[src/rtl/alu_pkg.sv]
// Shared types for the 8-bit ALU: operation encoding and flag bit positions.
`timescale 1ns/1ps
package alu_pkg;

  typedef enum logic [3:0] {
    OP_ADD  = 4'h0,
    OP_SUB  = 4'h1,
    OP_ADC  = 4'h2,
    OP_SBC  = 4'h3,
    OP_AND  = 4'h4,
    OP_OR   = 4'h5,
    OP_XOR  = 4'h6,
    OP_NOT  = 4'h7,
    OP_SHL  = 4'h8,
    OP_SHR  = 4'h9,
    OP_SAR  = 4'hA,
    OP_ROL  = 4'hB,
    OP_ROR  = 4'hC,
    OP_INC  = 4'hD,
    OP_DEC  = 4'hE,
    OP_PASS = 4'hF
  } alu_op_e;

  localparam int unsigned FLAG_C = 3;
  localparam int unsigned FLAG_Z = 2;
  localparam int unsigned FLAG_N = 1;
  localparam int unsigned FLAG_V = 0;

endpackage

[src/rtl/alu_shifter.sv]
// Combinational shift/rotate unit; produces the result and the carry bit shifted out.
`timescale 1ns/1ps
module alu_shifter
  import alu_pkg::*;
#(
  parameter int unsigned WIDTH = 8
) (
  input  logic [WIDTH-1:0] a,
  input  logic [2:0]       shamt,
  input  alu_op_e          op,
  input  logic             c_in,
  output logic [WIDTH-1:0] out,
  output logic             c_out
);

  logic [WIDTH:0] shl_ext;
  logic [WIDTH:0] shr_ext;
  logic [WIDTH:0] sar_ext;
  int unsigned    sh_n;

  always_comb begin
    sh_n    = 32'(shamt);
    // one guard bit on each side captures the last bit shifted out
    shl_ext = {1'b0, a} << shamt;
    shr_ext = {a, 1'b0} >> shamt;
    sar_ext = $unsigned($signed({a, 1'b0}) >>> shamt);

    out   = a;
    c_out = c_in;
    case (op)
      OP_SHL: begin
        out   = shl_ext[WIDTH-1:0];
        c_out = shl_ext[WIDTH];
      end
      OP_SHR: begin
        out   = shr_ext[WIDTH:1];
        c_out = shr_ext[0];
      end
      OP_SAR: begin
        out   = sar_ext[WIDTH:1];
        c_out = sar_ext[0];
      end
      OP_ROL: begin
        out   = (a << shamt) | (a >> (WIDTH - sh_n));
        c_out = out[0];
      end
      OP_ROR: begin
        out   = (a >> shamt) | (a << (WIDTH - sh_n));
        c_out = out[WIDTH-1];
      end
      default: ;
    endcase

    if (shamt == 3'd0) c_out = c_in;
  end

endmodule

[src/rtl/alu.sv]
// 8-bit combinational ALU with a registered {C,Z,N,V} flag register.
`timescale 1ns/1ps
module alu
  import alu_pkg::*;
#(
  parameter int unsigned WIDTH = 8
) (
  input  logic             clk,
  input  logic             rst_n,
  input  logic [WIDTH-1:0] reg_1,
  input  logic [WIDTH-1:0] reg_2,
  input  logic [3:0]       op,
  input  logic             flag_we,
  output logic [WIDTH-1:0] out,
  output logic [3:0]       flags
);

  alu_op_e          op_e;
  logic [WIDTH-1:0] b_eff;
  logic             cin;
  logic [WIDTH:0]   sum;
  logic             v_arith;
  logic [WIDTH-1:0] sh_out;
  logic             sh_c;
  logic             c_next;
  logic             v_next;
  logic [3:0]       next_flags;

  assign op_e = alu_op_e'(op);

  alu_shifter #(.WIDTH(WIDTH)) u_shifter (
    .a     (reg_1),
    .shamt (reg_2[2:0]),
    .op    (op_e),
    .c_in  (flags[FLAG_C]),
    .out   (sh_out),
    .c_out (sh_c)
  );

  // Every add/subtract form is a + b_eff + cin; subtracts use ~b so carry=1 means no borrow.
  always_comb begin
    b_eff = reg_2;
    cin   = 1'b0;
    case (op_e)
      OP_SUB: begin
        b_eff = ~reg_2;
        cin   = 1'b1;
      end
      OP_ADC: cin = flags[FLAG_C];
      OP_SBC: begin
        b_eff = ~reg_2;
        cin   = flags[FLAG_C];
      end
      OP_INC: begin
        b_eff = '0;
        cin   = 1'b1;
      end
      OP_DEC: begin
        b_eff = '1;
        cin   = 1'b0;
      end
      default: ;
    endcase
    sum     = {1'b0, reg_1} + {1'b0, b_eff} + {{WIDTH{1'b0}}, cin};
    v_arith = (reg_1[WIDTH-1] == b_eff[WIDTH-1]) && (sum[WIDTH-1] != reg_1[WIDTH-1]);
  end

  always_comb begin
    out    = sum[WIDTH-1:0];
    c_next = sum[WIDTH];
    v_next = v_arith;
    case (op_e)
      OP_AND: begin
        out    = reg_1 & reg_2;
        c_next = flags[FLAG_C];
        v_next = 1'b0;
      end
      OP_OR: begin
        out    = reg_1 | reg_2;
        c_next = flags[FLAG_C];
        v_next = 1'b0;
      end
      OP_XOR: begin
        out    = reg_1 ^ reg_2;
        c_next = flags[FLAG_C];
        v_next = 1'b0;
      end
      OP_NOT: begin
        out    = ~reg_1;
        c_next = flags[FLAG_C];
        v_next = 1'b0;
      end
      OP_PASS: begin
        out    = reg_2;
        c_next = flags[FLAG_C];
        v_next = 1'b0;
      end
      OP_SHL, OP_SHR, OP_SAR, OP_ROL, OP_ROR: begin
        out    = sh_out;
        c_next = sh_c;
        v_next = 1'b0;
      end
      default: ;
    endcase

    next_flags         = '0;
    next_flags[FLAG_C] = c_next;
    next_flags[FLAG_Z] = (out == '0);
    next_flags[FLAG_N] = out[WIDTH-1];
    next_flags[FLAG_V] = v_next;
  end

  always_ff @(posedge clk or negedge rst_n) begin
    if (!rst_n) begin
      flags <= '0;
    end else if (flag_we) begin
      flags <= next_flags;
    end
  end

endmodule

[config.mk]
export PLATFORM = sky130hd
export DESIGN_NAME = alu
export DESIGN_NICKNAME = d
export VERILOG_FILES = /design/src/rtl/alu_pkg.sv /design/src/rtl/alu_shifter.sv /design/src/rtl/alu.sv
export SDC_FILE = /design/constraint.sdc
export NUM_CORES = 1
export LEC_CHECK = 0
export BUFFER_PORTS_ARGS = -buffer_cell sky130_fd_sc_hd__clkbuf_2
export CAP_MARGIN = 0
export CORE_UTILIZATION = 27
export DETAILED_ROUTE_END_ITERATION = 7
export GPL_ROUTABILITY_DRIVEN = 0
export MAX_ROUTING_LAYER = met4
export PLACE_DENSITY_LB_ADDON = 0.15
export SLEW_MARGIN = 20
export SYNTH_ARGS = -nofsm -noshare
export SYNTH_HDL_FRONTEND = slang
export SYNTH_SLANG_ARGS = --single-unit
[constraint.sdc]
create_clock -name clk -period 4.12 [get_ports clk]
set_input_delay 0.412 -clock clk [delete_from_list [all_inputs] [get_ports clk]]
set_output_delay 0.412 -clock clk [all_outputs]
set_load 0.005 [all_outputs]
==> results of run 1 <==
-- through the flow --
| step | util | total power [mW] |
|---|---|---|
| floorplan | - | 0.370 |
| CTS | 0.314 | 0.676 |
| global placement | 0.307 | 0.519 |
| finish | 0.314 | 0.679 |
| detailed placement | 0.307 | 0.517 |
| global route | 0.314 | 0.731 |
-- final cells by class --
class / instances / area share
multi-input combinational: 361 / 0.779
timing repair buffer: 53 / 0.0917
tap: 140 / 0.0510
sequential: 4 / 0.0291
inverter: 25 / 0.0273
clock buffer: 3 / 0.0218
-- layout by cell type, fill, tap and decap left out, types with 4 or more instances in the layout --
master,n
dfrtp_1,4
o221ai_1,8
ha_1,27
and2_1,4
mux2_2,4
o211ai_1,4
or3_1,6
a211oi_1,7
a21o_1,4
mux4_2,14
o22ai_1,7
a21oi_1,34
inv_1,21
nand3b_1,4
nand2_1,45
buf_4,18
clkbuf_2,34
nor2b_1,5
nor2_1,28
nand4_1,4
nor3_1,14
nand2b_1,14
nand3_1,9
o21ai_0,30
mux2i_1,15
nor4_1,8
a31oi_1,4
xnor2_1,6
a22oi_1,6
-- what timing repair did --
action | 4_1_cts | 5_1_grt
hold buffers | 1 | 0
hold endpoints to repair | 2 | 0
setup buffers | 0 | 0
-- logic make-up after synthesis --
logic type	after synthesis	synth area share
compound gates	138	0.307
mux	34	0.170
simple gates	151	0.248
flops	4	0.0327
buf+inv	68	0.0924
xor+xnor	9	0.0258
fa+ha+maj	29	0.123
-- how the worst max path moves through the flow --
stage | start | endpoint | slack [ps] | cells past startpoint
after global placement | op[2] | out[7] | 460 | 13
after floorplan | op[2] | flags[2] | 120 | 18
final | op[2] | out[7] | 400 | 13
after CTS | op[2] | out[7] | 460 | 13
after detailed placement | op[2] | out[7] | 460 | 13
after global routing | op[2] | out[7] | 180 | 13
-- routing by layer --
| metal | up-vias | share of wire |
|---|---|---|
| met5 | - | 0 |
| met4 | 0 | 0.014 |
| met3 | 15 | 0.069 |
| met2 | 161 | 0.45 |
| met1 | 1713 | 0.47 |
| li1 | 1657 | - |
-- power by group --
part	internal (mW)	total [mW]	leakage, nW	switching (mW)
combinational	0.188	0.474	1.36	0.286
clock	0.124	0.154	0.0370	0.0300
sequential	0.0459	0.0502	0.0521	0.00433
total	0.358	0.679	1.45	0.321
==> metrics.txt, run 1 <==
# port buffers 34; Syn-to-layout area delta 12.3%; Power Dens Cells around 200 mW/mm^2; Starting Density 0.280; final setup margin roughly 400 ps; final WL 12500 um; Synth cell types a little under 70; GRT busiest layer met2; warnings from Yosys 0; Layout Cells excl Fill between 500 and 600; FF-to-FF path depth 13; sequential fraction of the synthesis area 0.0327; Tmin final roughly 3700 ps; Hold Path Depth 1; # fillers approximately 1200; Mapped Area about 0.0031 mm^2; cell taking the most area after synthesis ha_1; Slew @ Worst Pin between 700 and 800 ps; Final Max Tran Viols 0; Syn Inst Count between 400 and 500; Startpoint Class input pin; Die X 108 um; syn nets around 490; EDFF count, synth 0; root buffer cell clkbuf_16; Tcrit/Tclk final 0.904; Yosys top cell area share 0.110; Max Clk Rate 0.268 GHz; RSZ-0062 raised after global routing no; r2r startpoint flags[3]; vias in the first global route 3281; Clock Skews 4.01 ps; status finished clean; Rows 38; Post-synth ARST share 1.00; DRC viols 0; worst slack at placement approximately 460 ps; Synth top cells by count nand2_1 (45), a21oi_1 (34), o21ai_0 (30); Buf/Inv on CP 2; max reg flops 4; CTS sink cnt 4; worst vdd ir 0.220 mV; post-route ant nets 0; max-cap viol count 0; Slew HR 0.518; Final HPWL DP 9530 um; largest net degree at the start of global routing 29; critical path class in -> out; Worst Path Required around 3700 ps; CTS resizes 0; height of the chip about 110 um; area of the multi-input gates approximately 0.0027 mm^2; top_reg_cell synth dfrtp_1; largest registers flags x4; DIE AREA between 0.01 and 0.015 mm^2; CTS tree yes; Diodes inserted 0; P_leak between 1 and 1.5 nW; Placed Cells slightly below 600; average routed wire per standard cell approximately 21 um; Crit-path slowest cell nor2b_1; CTS buffer count 3; share of cells above drive strength 1 0.182; total number of vias 3546; Hold Path Origin flags[0]; num ports 35; Top reg by flops flags; Clock transition at path regs ~30 ps; Hold Path Class reg -> reg; worst-path maximum fanout 10; crit end category output pin; first-pass GRT wire length just under 20000 um; hold path endpoint flags[0]; DR vias/cell between 6 and 7; R2R setup slack roughly 960 ps; Setup TNS Final 0 ps; placed instance area roughly 0.0034 mm^2; final hold violations 0; DRT iter0 DRCs approximately 420; H-tree depth 1; WHS approximately 500 ps; Final Cell Area 0.00344 mm^2; GR Util met2 0.337; Overall Global Routing Usage 0.223; M1 GR Usage 0.325; CP arrival around 3300 ps; Worst-Skew Late Latency between 200 and 250 ps; Remaining Overflow, GRT 0; CTS max path bufs 2; post-synthesis register bit count 4; register area approximately 100 um^2; Largest delay share family, worst path compound AO/OA/AOI/OAI gates; initial antenna violation count 0; critical path's largest stage delay 620 ps; top area cells in the synthesized netlist ha_1 (11%), mux4_2 (10%), a21oi_1 (5.6%); met3 Track Usage GR 0.0163; core area between 0.01 and 0.015 mm^2; cells along the critical path clkbuf_2, nor2b_1, o21ai_0, o21ai_0, nand2_1, o221ai_1, ha_1, nor2b_1, o2111ai_1, a31oi_1, xnor2_1, o21ai_1, clkbuf_2; reg-to-reg endpoint flags[2]; count of final setup violators 0; Detailed Routing Iterations Pass 1 5; most numerous cell in the Yosys netlist nand2_1; syn_area_per_cell 7.07 um^2; final net count 500
Note: power is estimated with default switching activity, not from simulation.
==> inputs of run 2 (changes only) <==
- CORE_ASPECT_RATIO: unset -> 1.5
- clock period: 4.12 -> 4.6 ns (I/O delays scaled with it)
==> metrics.txt, run 2 (synthesis results as in run 1) <==
status finished clean; initial antenna violation count 0; # port buffers 34; Diodes inserted 0; average routed wire per standard cell around 23 um; hold_buf cts 0; WHS roughly 37 ps; # fillers between 1000 and 1500; share of cells above drive strength 1 0.178; max-cap viol count 0; Setup Fix Bufs, Post-CTS 0; CP arrival 3590 ps; CTS sink cnt 4; Startpoint Class input pin; worst vdd ir roughly 0.095 mV; worst-path maximum fanout 19; Worst-Skew Late Latency 230 ps; Starting Density 0.277; CTS buffer count 3; Die X a little under 90 um; largest net degree at the start of global routing 27; vias in the first global route ~3400; first-pass GRT wire length 20600 um; num ports 35; R2R setup slack 1400 ps; Power Dens Cells approximately 180 mW/mm^2; most frequent cells in the layout nand2_1 (45), a21oi_1 (34), clkbuf_2 (34); Clock transition at path regs about 30 ps; max reg flops 4; DRT iter0 DRCs ~310; post-route ant nets 0; register area about 100 um^2; fin util 0.309; CTS tree yes; final hold violations 0; CTS max path bufs 2; Remaining Overflow, GRT 0; Syn-to-layout area delta 11.8%; most common library cell in the layout ignoring fill and taps nand2_1; r2r startpoint flags[3]; Clock Skews between 4 and 5 ps; Overall Global Routing Usage 0.237; DIE AREA 0.0118 mm^2; Tmin final between 4000 and 5000 ps; Final HPWL DP 10200 um; Buf/Inv on CP 6; height of the chip approximately 130 um; total number of vias between 3000 and 4000; Tcrit/Tclk final 0.880; final WL ~13000 um; area of the multi-input gates 0.00268 mm^2; P_leak roughly 1.4 nW; cells along the critical path clkbuf_2, buf_4, inv_2, nor2_1, a21oi_1, nor3_1, a21oi_1, fa_1, inv_1, fa_1, a22oi_1, o32ai_1, a211oi_1, o311a_1, inv_1, clkbuf_2; FF-to-FF path depth 13; Setup TNS Final 0 ps; Slew @ Worst Pin between 800 and 900 ps; final net count a little under 500; DRC viols 0; Worst Path Required just over 4000 ps; largest registers flags x4; crit end category output pin; Slew HR 0.458; Largest delay share family, worst path compound AO/OA/AOI/OAI gates; core area between 0.01 and 0.015 mm^2; RSZ-0062 raised after global routing no; Hold Path Class in -> async; Final Max Tran Viols 0; critical path's largest stage delay approximately 420 ps; Crit-path slowest cell fa_1; DR vias/cell approximately 5.9; H-tree depth 1; critical path class in -> out; CTS resizes 0; Max Clk Rate between 0.2 and 0.25 GHz; reg-to-reg endpoint flags[2]; count of final setup violators 0; Rows 47; Detailed Routing Iterations Pass 1 5; root buffer cell clkbuf_16; Top reg by flops flags
## run 2: worst reg2reg max path, delay by kind of cell (launching register included)
kind / cells / cell delay [ps]
fa+ha+maj: 2 / 610
flops: 1 / 410
simple gates: 6 / 1280
buf+inv: 1 / 60
compound gates: 4 / 730
## run 2: power by group
group	leakage (nW)	internal [mW]	switching, mW
Sequential	0.0521	0.0411	0.00418
Combinational	1.35	0.166	0.262
Clock	0.0370	0.111	0.0241
Total	1.44	0.319	0.290
## run 2: metal layers
layer / track usage / routed length (um)
met1: 0.279 / 5230
met2: 0.369 / 6220
met3: 0.0276 / 685
met4: 0.165 / 1140
met5: - / 0
## run 2: cell type report
cell class              instances  share of cell area
clock buffers                   3              0.0219
inverters                      25              0.0274
multi-input cells             361               0.783
flip-flops and latches          4              0.0293
well taps                     147              0.0538
repair buffers                 50              0.0849
## run 2: stage by stage
step,power (mW),std cells,cell area (um^2),worst slack (ps)
floorplan,0.332,433,3060,556
global placement,0.466,587,3350,632
detailed placement,0.465,587,3350,603
CTS,0.606,590,3420,593
global route,0.655,590,3420,269
finish,0.608,590,3420,554
## run 2: how the worst max path moves through the flow
stage                to  slack [ps]  cells past startpoint  start
2_1_floorplan  flags[2]         560                     18  op[2]
3_3_place_gp     out[1]         630                     16  op[0]
3_5_place_dp     out[1]         600                     16  op[0]
4_1_cts          out[1]         590                     16  op[0]
5_1_grt          out[1]         270                     16  op[0]
6_report         out[1]         550                     16  op[0]
==> inputs of run 3 (changes only) <==
- CORE_ASPECT_RATIO: 1.5 -> 0.8
==> metrics.txt, run 3 (synthesis results as in run 1) <==
Buf/Inv on CP 4; Final Max Tran Viols 0; Clock Skews 0.380 ps; num ports 35; share of cells above drive strength 1 0.169; final hold violations 0; final WL roughly 13000 um; most common library cell in the layout ignoring fill and taps nand2_1; Hold Path Class in -> async; first-pass GRT wire length 19800 um; Rows 34; Power Dens Cells ~180 mW/mm^2; root buffer cell clkbuf_16; Max Clk Rate 0.248 GHz; Worst Path Required slightly above 4000 ps; Crit-path slowest cell fa_1; Tcrit/Tclk final 0.877; Clock transition at path regs 30 ps; CTS resizes 0; Slew @ Worst Pin about 760 ps; Slew HR 0.488; DR vias/cell roughly 6; instance count on the critical path 14; critical path's largest stage delay about 460 ps; count of final setup violators 0; vias in the first global route between 3000 and 4000; Detailed Routing Iterations Pass 1 5; placed instance area approximately 0.0033 mm^2; FF-to-FF path depth 13; Syn-to-layout area delta 10.4%; largest registers flags x4; core area roughly 0.011 mm^2; cells along the critical path clkbuf_2, nor2b_1, a22oi_1, a21oi_1, a21oi_1, fa_1, inv_1, fa_1, a22oi_1, o32ai_1, a211oi_1, o311a_1, inv_1, clkbuf_2; Largest delay share family, worst path compound AO/OA/AOI/OAI gates; final net count between 400 and 500; Starting Density 0.280; DRT iter0 DRCs between 400 and 500; average routed wire per standard cell ~22 um; status finished clean; P_leak ~1.4 nW; Final Cell Area 0.00338 mm^2; crit end category output pin; WHS around 34 ps; total number of vias about 3600; RSZ-0062 raised after global routing no; Remaining Overflow, GRT 0; Tmin final ~4000 ps; # fillers roughly 1200; initial antenna violation count 0; Overall Global Routing Usage 0.224; Startpoint Class input pin; max-cap viol count 0; Die X about 120 um; CTS sink cnt 4; post-route ant nets 0; DRC viols 0; DIE AREA between 0.01 and 0.015 mm^2; max reg flops 4; # port buffers 34; Worst-Skew Late Latency around 220 ps; most frequent cells in the layout nand2_1 (45), a21oi_1 (34), clkbuf_2 (34); register area around 100 um^2; Setup Fix Bufs, Post-CTS 0; CTS max path bufs 2; CP arrival 3570 ps; Diodes inserted 0; largest net degree at the start of global routing 48; worst-path maximum fanout 21; Final HPWL DP between 9000 and 10000 um; worst vdd ir ~0.061 mV; CTS tree yes; critical path class in -> out; CTS buffer count 3; area of the multi-input gates between 0.002 and 0.003 mm^2; H-tree depth 1; Setup TNS Final 0 ps; Top reg by flops flags; hold_buf cts 0; height of the chip 97.2 um
## run 3: cell types whose count changed in the layout (fill, tap and decap cells not counted)
cell | before | now
buf_4 | 16 | 11
## run 3: cell type report
| class | instances | share of cell area |
|---|---|---|
| multi-input combinational | 361 | 0.792 |
| timing repair buffer | 45 | 0.0748 |
| tap | 144 | 0.0533 |
| sequential | 4 | 0.0296 |
| inverter | 25 | 0.0278 |
| clock buffer | 3 | 0.0222 |
## run 3: worst reg2reg max path, cell delays in order, from the launching register on
cell,delay (ps)
dfrtp_1,400
a21oi_1,160
nor3_1,60
a21oi_1,190
fa_1,240
inv_1,60
fa_1,410
and3_1,190
or3_1,340
a32oi_1,200
nand4_1,180
nor4_1,320
nand4_1,150
o41ai_2,200
## run 3: stage by stage
step	utilization	cells	worst slack (ps)	total power, mW
floorplan	-	433	556	0.332
global placement	0.302	579	709	0.459
detailed placement	0.302	579	668	0.457
CTS	0.309	582	627	0.596
global route	0.309	582	426	0.647
finish	0.309	582	565	0.602
## run 3: power by group
part	leakage (nW)	switching, mW	internal, mW	total, mW
clock network	0.0370	0.0245	0.111	0.136
registers	0.0521	0.00384	0.0411	0.0450
logic	1.32	0.257	0.165	0.421
## run 3: path summary, 6_finish.rpt
kind                            end      from  slack [ps]
max in group asynchronous  flags[0]     rst_n        4450
hold reg to reg            flags[2]  flags[2]         490
setup / recovery             out[1]     op[1]         570
setup reg to reg           flags[2]  flags[3]        1410
min in group clk           flags[2]  flags[2]         490
hold / removal             flags[1]     rst_n          30
## run 3: per-layer routing
layer  part of all wire  track usage  vias to the layer above
li1                   -            -                     1645
met1               0.47        0.340                     1702
met2               0.40        0.293                      197
met3               0.11       0.0563                       17
met4              0.015       0.0399                        0
met5                  0            -                        -
